[src/rtl/tt_pkg.sv]
// Shared types and sizing for the truth-table sweeper.
package tt_pkg;

  typedef enum logic [1:0] {
    ST_IDLE   = 2'd0,
    ST_HOLD   = 2'd1,
    ST_FINISH = 2'd2
  } state_e;

  localparam int NUM_ROWS = 8;
  localparam int ROW_W    = 3;

endpackage

[src/rtl/settle_timer.sv]
// Per-row settle down-counter: load has priority, otherwise counts down to zero and stops.
module settle_timer #(
  parameter int SETTLE_W = 8
) (
  input  logic                clk,
  input  logic                rst,
  input  logic                load_i,
  input  logic [SETTLE_W-1:0] load_val_i,
  input  logic                en_i,
  output logic                zero_o
);

  logic [SETTLE_W-1:0] count_q;
  logic [SETTLE_W-1:0] count_d;

  always_comb begin
    count_d = count_q;
    if (load_i) begin
      count_d = load_val_i;
    end else if (en_i && (count_q != '0)) begin
      count_d = count_q - {{(SETTLE_W-1){1'b0}}, 1'b1};
    end
  end

  always_ff @(posedge clk or posedge rst) begin
    if (rst) begin
      count_q <= '0;
    end else begin
      count_q <= count_d;
    end
  end

  assign zero_o = (count_q == '0);

endmodule

[src/rtl/truth_table_sweeper.sv]
// Sweeps all 8 input rows of a 3-input logic block, samples its output after a
// programmable settle time and compares the measured table to an expected code.
module truth_table_sweeper
  import tt_pkg::*;
#(
  parameter int SETTLE_W = 8
) (
  input  logic                clk,
  input  logic                rst,
  input  logic                start,
  input  logic [7:0]          expected,
  input  logic [SETTLE_W-1:0] settle_cycles,
  output logic                in1,
  output logic                in2,
  output logic                in3,
  input  logic                fn_out,
  output logic                busy,
  output logic                done,
  output logic [7:0]          measured,
  output logic [7:0]          mismatch,
  output logic                pass
);

  state_e              state_q, state_d;
  logic [ROW_W-1:0]    row_q, row_d;
  logic [7:0]          expected_q, expected_d;
  logic [SETTLE_W-1:0] settle_q, settle_d;
  logic [7:0]          measured_q, measured_d;
  logic [7:0]          mismatch_q, mismatch_d;
  logic                pass_q, pass_d;

  logic                timer_load;
  logic [SETTLE_W-1:0] timer_val;
  logic                timer_en;
  logic                timer_zero;

  settle_timer #(
    .SETTLE_W (SETTLE_W)
  ) u_settle_timer (
    .clk        (clk),
    .rst        (rst),
    .load_i     (timer_load),
    .load_val_i (timer_val),
    .en_i       (timer_en),
    .zero_o     (timer_zero)
  );

  always_comb begin
    state_d    = state_q;
    row_d      = row_q;
    expected_d = expected_q;
    settle_d   = settle_q;
    measured_d = measured_q;
    mismatch_d = mismatch_q;
    pass_d     = pass_q;
    timer_load = 1'b0;
    timer_val  = settle_q;
    timer_en   = 1'b0;

    case (state_q)
      ST_IDLE: begin
        if (start) begin
          expected_d = expected;
          settle_d   = settle_cycles;
          row_d      = '0;
          measured_d = '0;
          timer_load = 1'b1;
          timer_val  = settle_cycles;
          state_d    = ST_HOLD;
        end
      end
      ST_HOLD: begin
        if (!timer_zero) begin
          timer_en = 1'b1;
        end else begin
          measured_d[row_q] = fn_out;
          if (row_q == ROW_W'(NUM_ROWS - 1)) begin
            // Result registers load on entry to FINISH so they are valid while done is high.
            mismatch_d = measured_d ^ expected_q;
            pass_d     = (measured_d == expected_q);
            state_d    = ST_FINISH;
          end else begin
            row_d      = row_q + 3'd1;
            timer_load = 1'b1;
          end
        end
      end
      ST_FINISH: begin
        state_d = ST_IDLE;
      end
      default: begin
        state_d = ST_IDLE;
      end
    endcase
  end

  always_ff @(posedge clk or posedge rst) begin
    if (rst) begin
      state_q    <= ST_IDLE;
      row_q      <= '0;
      expected_q <= '0;
      settle_q   <= '0;
      measured_q <= '0;
      mismatch_q <= '0;
      pass_q     <= 1'b0;
    end else begin
      state_q    <= state_d;
      row_q      <= row_d;
      expected_q <= expected_d;
      settle_q   <= settle_d;
      measured_q <= measured_d;
      mismatch_q <= mismatch_d;
      pass_q     <= pass_d;
    end
  end

  assign in1      = row_q[2];
  assign in2      = row_q[1];
  assign in3      = row_q[0];
  assign busy     = (state_q == ST_HOLD);
  assign done     = (state_q == ST_FINISH);
  assign measured = measured_q;
  assign mismatch = mismatch_q;
  assign pass     = pass_q;

endmodule

[config.mk]
export PLATFORM = sky130hd
export DESIGN_NAME = truth_table_sweeper
export DESIGN_NICKNAME = d
export VERILOG_FILES = /design/src/rtl/tt_pkg.sv /design/src/rtl/settle_timer.sv /design/src/rtl/truth_table_sweeper.sv
export SDC_FILE = /design/constraint.sdc
export NUM_CORES = 1
export LEC_CHECK = 0
export BUFFER_PORTS_ARGS = -buffer_cell sky130_fd_sc_hd__buf_2
export CORE_ASPECT_RATIO = 0.9
export CORE_MARGIN = 2
export CORE_UTILIZATION = 57
export CTS_CLUSTER_DIAMETER = 30
export DETAILED_ROUTE_END_ITERATION = 12
export PLACE_DENSITY_LB_ADDON = 0.25
export SLEW_MARGIN = 5
export SYNTH_ARGS = -nofsm -noshare
export SYNTH_HDL_FRONTEND = slang
export SYNTH_SLANG_ARGS = --single-unit
[constraint.sdc]
create_clock -name clk -period 3.05 [get_ports clk]
set_clock_uncertainty 0.05 [all_clocks]
set_input_delay 0.1525 -clock clk [delete_from_list [all_inputs] [get_ports clk]]
set_output_delay 0.1525 -clock clk [all_outputs]
set_load 0.02 [all_outputs]
* Word-level counts from Yosys, hierarchy flattened
Index checks and enable logic that the tools add are counted.
** Word-level totals
- Flip-flop bits (word level) :: 46
- Output and inout port bits :: 22
** Cells by class
- $add $sub $neg :: 2
- $lt $le $gt $ge :: 2
- Equality and inequality tests :: 8
- Mux-type cells :: 24
- Bitwise operators :: 1
- Reductions and logical operators :: 12
** Operators with widths (number)
- 8-bit two-way mux :: 6
- 8-bit one-hot mux with 2 select lines :: 1
- 3-bit two-way mux :: 3
- 3-bit AND reduction :: 3
- 8-bit bitwise mux :: 1
- 8-bit equality test :: 1
- 8-bit zero test :: 1
- 8-bit nonzero test :: 1
- 8-bit by 1-bit subtractor with 8-bit output (second input constant) :: 1
- 8-bit bitwise XOR :: 1
- 1-bit two-way mux :: 6
- 2-bit two-way mux :: 3
- 3-bit one-hot mux with 2 select lines :: 1
- 3-bit by 4-bit < comparator with 1-bit output (second input constant) :: 1
- 2-bit by 1-bit != test with 1-bit output (second input constant) :: 2
- 2-bit != test (second input constant) :: 2
- 2-bit one-hot mux with 2 select lines :: 1
- 4-bit AND reduction :: 1
- 2-bit nonzero test :: 2
- 3-bit by 1-bit adder with 3-bit output (second input constant) :: 1
- 1-bit demux with 3-bit select :: 1
- 3-bit equality test (second input constant) :: 1
- 3-bit by 1-bit >= comparator with 1-bit output (second input constant) :: 1
- 2-bit by 1-bit equality test with 1-bit output (second input constant) :: 1
- other kinds (5) :: 6

* Longest topological paths before layout
Gate-level depths: netlist (run 1).
- Word-level depth :: 7
- Depth in mapped cells :: 8
- Depth with buffers taken out :: 7

* Modules after synthesis
From an unflattened synthesis (run 1), not the netlist that was laid out.
** Unflattened totals
- Cells, all modules :: 195
- Area, all modules :: 2316.0 sq um
** By module, submodules not included
- truth_table_sweeper :: times used 1, cells an instance 142, area an instance 1820.5 sq um
- settle_timer :: times used 1, cells an instance 53, area an instance 495.5 sq um

* Worst setup path before layout (run 1)
No wires, ideal clock.
- Path type :: reg-to-reg
- Start :: register row_q[2]
- End :: register pass_q, in the netlist pass
- Data arrival time :: 1999 ps
- Data required time :: 2908 ps
- Slack :: 909 ps
- Cell stages (with the launch flop) :: 7
- Buffers on the path :: 1
- Period minus slack after synthesis :: 2141 ps
- Path through :: dfrtp_1 > buf_4 > nor3b_1 > mux2i_1 > xnor2_1 > or4_1 > o31ai_2
** On the way
- Word-level cells in the longest chain between the ends :: 6
- Elaborated cells on any way between the ends :: 9
** RTL lines
- start, declared :: line truth_table_sweeper.sv:25 : logic [ROW_W-1:0] row_q, row_d;
- start signal, assigned :: line truth_table_sweeper.sv:108 : row_q <= row_d;
- 3-bit by 4-bit < comparator with 1-bit output (implied by the code) / 3-bit by 1-bit >= comparator with 1-bit output (equally long branches) :: line truth_table_sweeper.sv:76 : measured_d[row_q] = fn_out;
- 1-bit logical AND (implied by the code) :: line truth_table_sweeper.sv:76
- 1-bit two-way mux (implied by the code) :: line truth_table_sweeper.sv:76
- 1-bit demux with 3-bit select :: line truth_table_sweeper.sv:76
- 8-bit bitwise mux :: line truth_table_sweeper.sv:76
- 8-bit equality test :: line truth_table_sweeper.sv:80 : pass_d = (measured_d == expected_q);
- end signal, assigned :: line truth_table_sweeper.sv:113 : pass_q <= pass_d;
- end, declared :: line truth_table_sweeper.sv:30 : logic pass_q, pass_d;
Parallel ways exist; a longest one is shown, timed or not.
A chain may end at the register's enable or synchronous reset.

* Final worst setup path (run 1)
- Start :: register row_q[1]
- End :: register u_settle_timer.count_q[6]
** On the way
- Word-level cells in the longest chain between the ends :: 5
- Elaborated cells on any way between the ends :: 6
** RTL lines
- 3-bit equality test * :: line truth_table_sweeper.sv:77 : if (row_q == ROW_W'(NUM_ROWS - 1)) begin
- 1-bit two-way mux * :: line truth_table_sweeper.sv:77
- 1-bit two-way mux * :: line truth_table_sweeper.sv:73 : if (!timer_zero) begin
- 1-bit one-hot mux with 2 select lines * :: line truth_table_sweeper.sv:60 : case (state_q)
- 8-bit two-way mux / 2-bit nonzero test (equally long branches)
- end signal, assigned :: line settle_timer.sv:29 : count_q <= count_d;
- end, declared :: line settle_timer.sv:13 : logic [SETTLE_W-1:0] count_q;
Every way passes the cells marked *; elsewhere a longest branch is shown, timed or not.

==> flow_metrics.tcl, run 1 <==
set metrics [dict create \
    setup_ws_ns 0.563 \
    design.die.area_um2 4650 \
    violations "negative hold slack" \
    groute.usage.overall 0.249 \
    place_congestion 0.878 \
    placedInstanceArea_um2 2570 \
    drv_slew 0 \
    avgSynthCellArea_um2 9.76 \
    clockBufferDepth 2 \
    syn_nets 265 \
    timing.final.crit_share 0.815 \
    fin_nets 313 \
    fmax_mhz 402 \
    ctsResizeCount 0 \
    worstPathRequired_ns 3.17 \
    grt-ovfl-total 0 \
    syn_to_final_growth_pct 18.9 \
    syn_area_um2 2350 \
    firstDrtPassIters 4 \
    path_class "reg2reg" \
    relSlewSlack 0.380 \
    viasPerCell 5.59 \
    layoutNonFillerInstCount 338 \
    rows 22 \
    peakVddDrop_mv 0.455 \
    power_density_nw_per_um2 602 \
    grt_start_max_net_pins 47 \
    slowest_delay_ns 0.60 \
    status "complete, but fails checks" \
    cts_buffers 5 \
    drive_above_1_share 0.231 \
    hpwlAfterDp_um 3560 \
    crit_path_top_delay_cell "a211oi_1" \
    cts_root_buf "clkbuf_8" \
    crit_arrival_ns 2.61 \
    power_frac_comb 0.189 \
    antenna_left 0 \
    yosysSeqAreaShare 0.490 \
    port_buffers 41 \
    worstPathMaxFanout 12 \
    period_needed_ns 2.49 \
    maxCapViolCount 0 \
    r2r-start "row_q[1]" \
    finalWirelength_um 5240 \
    worstSetupStartpoint "row_q[1]" \
    hold_path.class "in2async" \
    seqPwrFrac 0.475 \
    worstSetupStartpointType "flip-flop" \
    p_sw_uw 492 \
    synth_edf_count 0 \
    cts_tree "done" \
    crit_chain "ha_1 -> ha_1 -> a211oi_1 -> nor4_1 -> o311ai_0 -> o211ai_1" \
    first_iter_violations 221 \
    yosys_warnings 0 \
    wl_per_cell_um 15.5 \
    swShare 0.293 \
    synth_ff_type "dfrtp_1" \
    clkTransAtPathRegs_ns 0.09 \
    final.setup.tns_ns 0 \
    die_height_um 64.9 \
    dpl.cell_count 322 \
    r2r_slack_ns 0.56 \
    vias 1889 \
    die_w_um 71.7 \
    hold-worst-slack_ns -0.00194 \
    pre_cts_ws_ns 0.591 \
    p_int_uw 1190 \
    crit_top_cell "ha_1" \
    first_global_vias 1773 \
    hold_viol 8 \
    clock_latency_ns 0.31 \
    drc 0 \
    io-pin-count 42 \
    setup_viol 0 \
    synth-seq-cells 46 \
    ys_types 39 \
    start_util 0.585 \
    synthCells 241 \
    cts.htree.levels 2 \
    cts.sinks 46 \
    p_leak_uw 0.00139 \
    p_clk_frac 0.337 \
    antenna_found_initial 0 \
    core-area_um2 4020 \
    num_antenna_cells 0 \
    grt_pass1_wl_um 8860 \
    rsz0062_at_grt "false" \
    cp-end-kind "flip-flop" \
    worst_pin_slew_ns 0.929 \
    synthArstFlopShare 1.00 \
    fin_area_um2 2800 \
]
synthesized netlist by cell type (all sizes together) (3+ instances only):
| master | instances | share of area |
|---|---|---|
| mux2i | 8 | 0.034 |
| o211ai | 4 | 0.013 |
| nand3 | 3 | 0.0064 |
| nor3 | 6 | 0.013 |
| nand2 | 61 | 0.097 |
| nor2 | 8 | 0.013 |
| clkbuf | 5 | 0.0080 |
| ha | 4 | 0.021 |
| mux2 | 8 | 0.038 |
| dfrtp | 46 | 0.49 |
| o22ai | 5 | 0.013 |
| nand3b | 3 | 0.026 |
| a21oi | 13 | 0.028 |
| inv | 12 | 0.019 |
| buf | 5 | 0.017 |
| nor3b | 5 | 0.018 |
| xnor2 | 9 | 0.034 |
| o21ai | 10 | 0.021 |
| nor2b | 5 | 0.013 |
layer usage:
layer	part of all wire	up-vias	GRT usage
met5	0	-	0
met4	0.010	0	0.0637
met3	0.070	6	0.0653
met2	0.44	81	0.360
met1	0.48	885	0.370
li1	-	917	-
final cells by class:
class / instances / area, µm²
fillers: 314 / 1220
flip-flops and latches: 46 / 1150
multi-input cells: 173 / 1100
repair buffers: 51 / 300
clock buffers: 6 / 82.6
clock inverters: 2 / 60.1
well taps: 48 / 60.1
inverters: 12 / 45.0
worst paths after layout:
path,to,cells past startpoint
max reg2reg,u_settle_timer.count_q[6],6
max in group asynchronous,settle_q[3],2
max,u_settle_timer.count_q[6],6
min in group clk,settle_q[2],3
min reg2reg,settle_q[2],2
min,u_settle_timer.count_q[5],2
cells by family (layout without fill, tap and decap cells):
logic type	Yosys count	after routing	share of synthesized area
AOI/OAI and AO/OA	43	43	0.114
DFF	46	46	0.490
muxes	16	16	0.0724
adders and majority gates	4	4	0.0213
buffers and inverters	22	71	0.0442
xor gates and xnor gates	9	9	0.0335
and+or+nand+nor	101	101	0.225
what timing repair did:
action                    in CTS  in global routing
hold buffers                   8                  0
setup buffers                  0                  0
hold endpoints to repair       8                  0
power groups by stage:
| stage | registers (µW) | clock network, µW | logic [µW] |
|---|---|---|---|
| 6_report | 798 | 566 | 317 |
| 5_1_grt | 809 | 591 | 357 |
| 4_1_cts | 795 | 569 | 317 |
| 3_5_place_dp | 806 | 0 | 307 |
| 3_3_place_gp | 804 | 0 | 294 |
| 2_1_floorplan | 787 | 0 | 242 |
critical path, delay by kind of cell, from the launching register on:
| kind | cells | cell delay [ns] |
|---|---|---|
| compound gates | 3 | 1.11 |
| fa+ha+maj | 2 | 0.55 |
| flops | 1 | 0.56 |
| simple gates | 1 | 0.09 |
through the flow:
| step | total power (µW) | hold slack (ns) | utilization |
|---|---|---|---|
| floorplan | 1030 | 0.208 | - |
| global placement | 1100 | 0.291 | 0.640 |
| detailed placement | 1110 | 0.295 | 0.640 |
| CTS | 1680 | 0.00472 | 0.696 |
| global route | 1760 | 0.0248 | 0.696 |
| finish | 1680 | -0.00194 | 0.696 |
sequential cells by signal (all words and copies together) (netlist names):
signal and cells:
state_q 2, settle_q 8, measured 8, row_q 3
expected_q 8, u_settle_timer.count_q 8, pass 1, mismatch 8
cell usage in the layout, fill, tap and decap left out, drive strengths merged, types with 3 or more instances in the layout:
| master | netlist | routed |
|---|---|---|
| xnor2 | 9 | 9 |
| nor3 | 6 | 6 |
| nor3b | 5 | 5 |
| dfrtp | 46 | 46 |
| o21ai | 10 | 10 |
| ha | 4 | 4 |
| buf | 5 | 43 |
| mux2 | 8 | 8 |
| nand3b | 3 | 3 |
| inv | 12 | 12 |
| o22ai | 5 | 5 |
| nor2b | 5 | 5 |
| dlygate4sd3 | 0 | 8 |
| a21oi | 13 | 13 |
| clkbuf | 5 | 6 |
| nand3 | 3 | 3 |
| o211ai | 4 | 4 |
| mux2i | 8 | 8 |
| nor2 | 8 | 8 |
| nand2 | 61 | 61 |
(Power assumes the default switching activity.)
==> inputs of run 2 (changes only) <==
--- a/config.mk
+++ b/config.mk
@@ -5,10 +5,11 @@
 export SDC_FILE = /design/constraint.sdc
 export NUM_CORES = 1
 export LEC_CHECK = 0
+export ABC_AREA = 1
 export BUFFER_PORTS_ARGS = -buffer_cell sky130_fd_sc_hd__buf_2
 export CORE_ASPECT_RATIO = 0.9
 export CORE_MARGIN = 2
-export CORE_UTILIZATION = 57
+export CORE_UTILIZATION = 56
 export CTS_CLUSTER_DIAMETER = 30
 export DETAILED_ROUTE_END_ITERATION = 12
 export PLACE_DENSITY_LB_ADDON = 0.25
==> constraint.sdc (replaced) <==
create_clock -name clk -period 2.4 [get_ports clk]
set_clock_uncertainty 0.05 [all_clocks]
set_input_delay 0.12 -clock clk [delete_from_list [all_inputs] [get_ports clk]]
set_output_delay 0.12 -clock clk [all_outputs]
set_load 0.02 [all_outputs]
==> run 2 against run 1 <==
- the flow now finishes without violations
- clock power increased by 19%
- core utilization decreased by 0.38 points
- flip-flop and latch count unchanged
- cell count increased by 17%
- non-clock buffer count decreased by 2
- register-to-register slack got worse by 0.24 ns
- routed wire length decreased by 4.4%
- first-iteration DRC count decreased by 33%
- critical path depth increased by 2
- critical endpoint is now u_settle_timer.count_q[1]
- largest cell class unchanged
- largest power group unchanged
- highest routed layer unchanged
==> flow_metrics.tcl, run 2 <==
set metrics [dict create \
    status "finished clean" \
    design.die.area_um2 4990 \
    crit_buf_inv 2 \
    synth_ff_type "dfrtp_1" \
    layoutNonFillerInstCount 394 \
    yosysSeqAreaShare 0.463 \
    drive_above_1_share 0.260 \
    yosysMostFrequentCell "nand2_1" \
    peakVddDrop_mv 0.400 \
    place_congestion 0.841 \
    yosys.area.top_type "dfrtp_1" \
    ys_top_cells_by_area "dfrtp_1, nand2_1, nand3_1" \
    cpLargestDelayFamily "adder cells" \
    clockBufferDepth 2 \
    rows 22 \
    die_w_um 74.3 \
    viasPerCell 5.16 \
    die_height_um 67.2 \
    layout_commonest_cell "nand2_1" \
    fin_nets 357 \
    crit_path_top_delay_cell "dfrtp_1" \
    worstPathMaxFanout 13 \
    hold_viol 0 \
    cts_buffers 5 \
    synthCells 286 \
    firstDrtPassIters 5 \
    start_util 0.594 \
    fmax_mhz 480 \
    p_leak_uw 0.00147 \
    slowest_delay_ns 0.51 \
    synth_top_area_share 0.463 \
    grt-ovfl-total 0 \
    timing.final.crit_share 0.867 \
    crit_chain "ha_1 -> ha_1 -> nor2_4 -> inv_2 -> o21ai_2 -> inv_1 -> o21ai_0 -> nor2_1" \
    rsz0062_at_grt "false" \
    period_needed_ns 2.08 \
    core-area_um2 4180 \
    crit_top_cell "ha_1" \
    synth-seq-cells 46 \
    fillCellCount 359 \
    finalWirelength_um 5020 \
    first_global_vias 1840 \
    syn_nets 310 \
    cts.sinks 46 \
    vias 2032 \
    maxCapViolCount 0 \
    io-pin-count 42 \
    antenna_found_initial 0 \
    power_density_nw_per_um2 515 \
    first_iter_violations 149 \
    postCtsSetupBuffers 0 \
    clock_latency_ns 0.30 \
    grt_pass1_wl_um 8410 \
    syn_area_um2 2490 \
    final.setup.tns_ns 0 \
    setup_viol 0 \
    port_buffers 41 \
    wl_per_cell_um 12.7 \
    cts.htree.levels 2 \
    antenna_left 0 \
    cts_tree "done" \
    worstSetupStartpointType "flip-flop" \
    hpwlAfterDp_um 3630 \
    ys_types 32 \
    clkTransAtPathRegs_ns 0.09 \
    final_cell_mix "nand2_1, dfrtp_1, buf_2, nand3_1, inv_1" \
    path_class "reg2reg" \
    num_antenna_cells 0 \
    worst_pin_slew_ns 0.944 \
    grt_start_max_net_pins 27 \
    avgSynthCellArea_um2 8.70 \
    fin_util 0.692 \
    crit_arrival_ns 2.21 \
    synth_edf_count 0 \
    cp-end-kind "flip-flop" \
    ctsResizeCount 0 \
    hold_path.class "in2reg" \
    drc 0 \
    drv_slew 0 \
    syn_to_final_growth_pct 16.3 \
    cts_root_buf "clkbuf_8" \
    synthArstFlopShare 1.00 \
    worstPathRequired_ns 2.53 \
    yosys_warnings 0 \
    synth.top_cells.by_count "nand2_1, dfrtp_1, nand3_1" \
    groute.usage.overall 0.221 \
    relSlewSlack 0.367 \
    dpl.cell_count 382 \
]
-- run 2: tightest hold or removal path: stages --
cell and delay (ns):
buf_2 0.07, nor2_1 0.03, a21oi_1 0.09
-- run 2: final cells by class --
type | count | area, µm² | area share
Clock buffer | 5 | 68.8 | 0.0238
Clock inverter | 3 | 68.8 | 0.0238
Inverter | 36 | 138 | 0.0476
Multi-Input combinational cell | 195 | 1120 | 0.386
Sequential cell | 46 | 1150 | 0.398
Tap cell | 60 | 75.1 | 0.0259
Timing Repair Buffer | 49 | 275 | 0.0951
-- run 2: cell families after synthesis --
logic type	count (synthesis)	share of synthesized area
multiplexers	6	0.0272
XOR/XNOR	4	0.0141
flip-flops	46	0.463
buffers and inverters	45	0.0880
AND/OR/NAND/NOR	143	0.294
adder cells (fa/ha/maj)	4	0.0201
AO/OA/AOI/OAI	38	0.0941
-- run 2: repair_timing --
| action | in CTS | in global routing |
|---|---|---|
| hold endpoints to repair | 27 | 0 |
| hold buffers | 4 | 0 |
| endpoints found under the setup margin | 0 | 0 |
-- run 2: report_power, final --
part	internal (µW)	switching, µW	total, µW
Clock	417	256	673
Combinational	18.4	24.8	43.2
Sequential	774	0	774
Total	1210	281	1490
-- run 2: metrics by stage --
stage	worst slack, ns	hold WS [ns]	power (µW)	instance area [µm²]
after floorplan	0.645	0.203	804	2490
after global placement	0.428	0.195	828	2720
after detailed placement	0.350	0.197	829	2720
after CTS	0.306	0.00870	1500	2890
after global routing	0.102	0.0268	1550	2890
final	0.319	0.00821	1490	2890
-- run 2: worst paths after layout --
check / slack, ns / depth (start not counted) / startpoint / end
max in group asynchronous: 1.26 / 4 / rst / settle_q[5]
worst min-delay path: 0.008 / 3 / expected[3] / expected_q[3]
min in group asynchronous: 0.41 / 3 / rst / measured[0]
worst max-delay path: 0.32 / 8 / row_q[1] / u_settle_timer.count_q[1]
worst max register to register: 0.32 / 8 / row_q[1] / u_settle_timer.count_q[1]
worst min register to register: 0.43 / 2 / settle_q[4] / settle_q[4]
-- run 2: routing by layer --
metal	track usage	part of all wire	wire length, µm	vias to the layer above
met5	0	0	0	-
met4	0.0424	0.0034	17	0
met3	0.0463	0.055	274	2
met2	0.326	0.43	2140	55
met1	0.340	0.52	2580	940
li1	-	-	-	1035
==> inputs of run 3 (changes only) <==
--- a/config.mk
+++ b/config.mk
@@ -7,7 +7,7 @@
 export LEC_CHECK = 0
 export ABC_AREA = 1
 export BUFFER_PORTS_ARGS = -buffer_cell sky130_fd_sc_hd__buf_2
-export CORE_ASPECT_RATIO = 0.9
+export CORE_ASPECT_RATIO = 1.1
 export CORE_MARGIN = 2
 export CORE_UTILIZATION = 56
 export CTS_CLUSTER_DIAMETER = 30
==> run 3 against run 2 <==
- the run now ends with negative hold slack left
- fmax grew 5.4%
- die area about the same
- register-to-register slack gained 0.11 ns
- critical path depth is 1 lower
- critical path type unchanged
- largest power group unchanged
==> flow_metrics.tcl, run 3 (same netlist as run 2, synthesis figures left out) <==
set metrics [dict create \
    status "complete, but fails checks" \
    violations "negative hold slack" \
    period_needed_ns 1.97 \
    first_iter_violations 155 \
    first_global_vias 1914 \
    core-area_um2 4290 \
    multi_input_area_um2 1120 \
    viasPerCell 5.33 \
    die_height_um 73.9 \
    hold_path.class "in2async" \
    firstDrtPassIters 5 \
    setup_viol 0 \
    num_antenna_cells 0 \
    die_w_um 67.5 \
    io-pin-count 42 \
    peakVddDrop_mv 0.333 \
    clkTransAtPathRegs_ns 0.08 \
    layout_commonest_cell "nand2_1" \
    drive_above_1_share 0.255 \
    wl_per_cell_um 13.0 \
    cts_buffers 5 \
    fillCellCount 384 \
    fmax_mhz 506 \
    relSlewSlack 0.375 \
    cts.htree.levels 2 \
    rsz0062_at_grt "false" \
    syn_to_final_growth_pct 12.7 \
    grt_pass1_wl_um 8580 \
    hold_viol 29 \
    finalWirelength_um 5000 \
    hpwlAfterDp_um 3680 \
    maxCapViolCount 0 \
    port_buffers 41 \
    vias 2048 \
    worst_pin_slew_ns 0.936 \
    place_congestion 0.870 \
    crit_arrival_ns 2.11 \
    cp-end-kind "flip-flop" \
    start_util 0.580 \
    grt_start_max_net_pins 47 \
    drc 0 \
    drv_slew 0 \
    antenna_found_initial 0 \
    timing.final.crit_share 0.823 \
    groute.usage.overall 0.230 \
    final.setup.tns_ns 0 \
    worstPathMaxFanout 12 \
    final_cell_mix "nand2_1, dfrtp_1, buf_2, nand3_1, inv_1" \
    power_density_nw_per_um2 448 \
    fin_nets 354 \
    clockBufferDepth 2 \
    rows 25 \
    cts_tree "done" \
    worstSetupStartpointType "flip-flop" \
    path_class "reg2reg" \
    cts_root_buf "clkbuf_8" \
    antenna_left 0 \
    setup_ws_ns 0.426 \
    r2r_slack_ns 0.43 \
    cts.sinks 46 \
    clock_latency_ns 0.29 \
    grt-ovfl-total 0 \
    design.die.area_um2 4990 \
    ff_latch_area_um2 1150 \
    p_leak_uw 0.00143 \
    ctsResizeCount 0 \
    worstPathRequired_ns 2.53 \
    pre_cts_ws_ns 0.427 \
    hold-worst-slack_ns -0.0235 \
]
-- run 3: changes by cell type in the layout (fill, tap and decap cells not counted), sizes merged --
cell	before	now
buf	45	43
bufinv	2	0
clkinv	2	0
clkinvlp	0	1
inv	35	36
dlygate4sd3	4	3
clkbuf	5	6
-- run 3: worst paths after layout --
check / startpoint / endpoint / depth (start not counted)
min reg2reg: pass / pass / 2
min in group clk: settle_cycles[1] / settle_q[1] / 3
max: row_q[2] / u_settle_timer.count_q[1] / 7
max reg2reg: row_q[2] / u_settle_timer.count_q[1] / 7
min: rst / settle_q[2] / 2
max in group asynchronous: rst / u_settle_timer.count_q[0] / 2
-- run 3: layout make-up --
type / instances / area share
multi-input combinational: 195 / 0.398
timing repair buffer: 46 / 0.0892
sequential: 46 / 0.411
tap: 54 / 0.0241
clock inverter: 1 / 0.00268
inverter: 36 / 0.0491
clock buffer: 6 / 0.0259
-- run 3: repair_timing --
item | in CTS | in global routing
hold endpoints to repair | 3 | 0
hold buffers | 3 | 0
buffers inserted | 0 | 0
-- run 3: worst max-delay path, cell delays in order, from the launching register on --
cell and delay [ns]:
dfrtp_1 0.50, ha_1 0.33, nor2_4 0.18, inv_2 0.08, o21ai_2 0.41, inv_1 0.10, o21ai_0 0.16, nor2_1 0.06
-- run 3: routing by layer --
metal  track usage  share of wire
met1         0.293           0.42
met2         0.391           0.51
met3        0.0505          0.057
met4        0.0635          0.013
met5             0              0
-- run 3: through the flow --
stage	instance area (µm²)	total power, µW	cells	util
3_5_place_dp	2690	827	374	0.629
6_report	2800	1260	384	0.654
5_1_grt	2800	1310	384	0.654
2_1_floorplan	2490	804	286	-
4_1_cts	2800	1270	384	0.654
3_3_place_gp	2690	826	374	0.629
-- run 3: power by group --
part	leakage (µW)	switching [µW]	internal, µW
logic	0.000861	24.0	15.2
clock network	0.0000373	243	200
registers	0.000534	0	774
total	0.00143	267	989
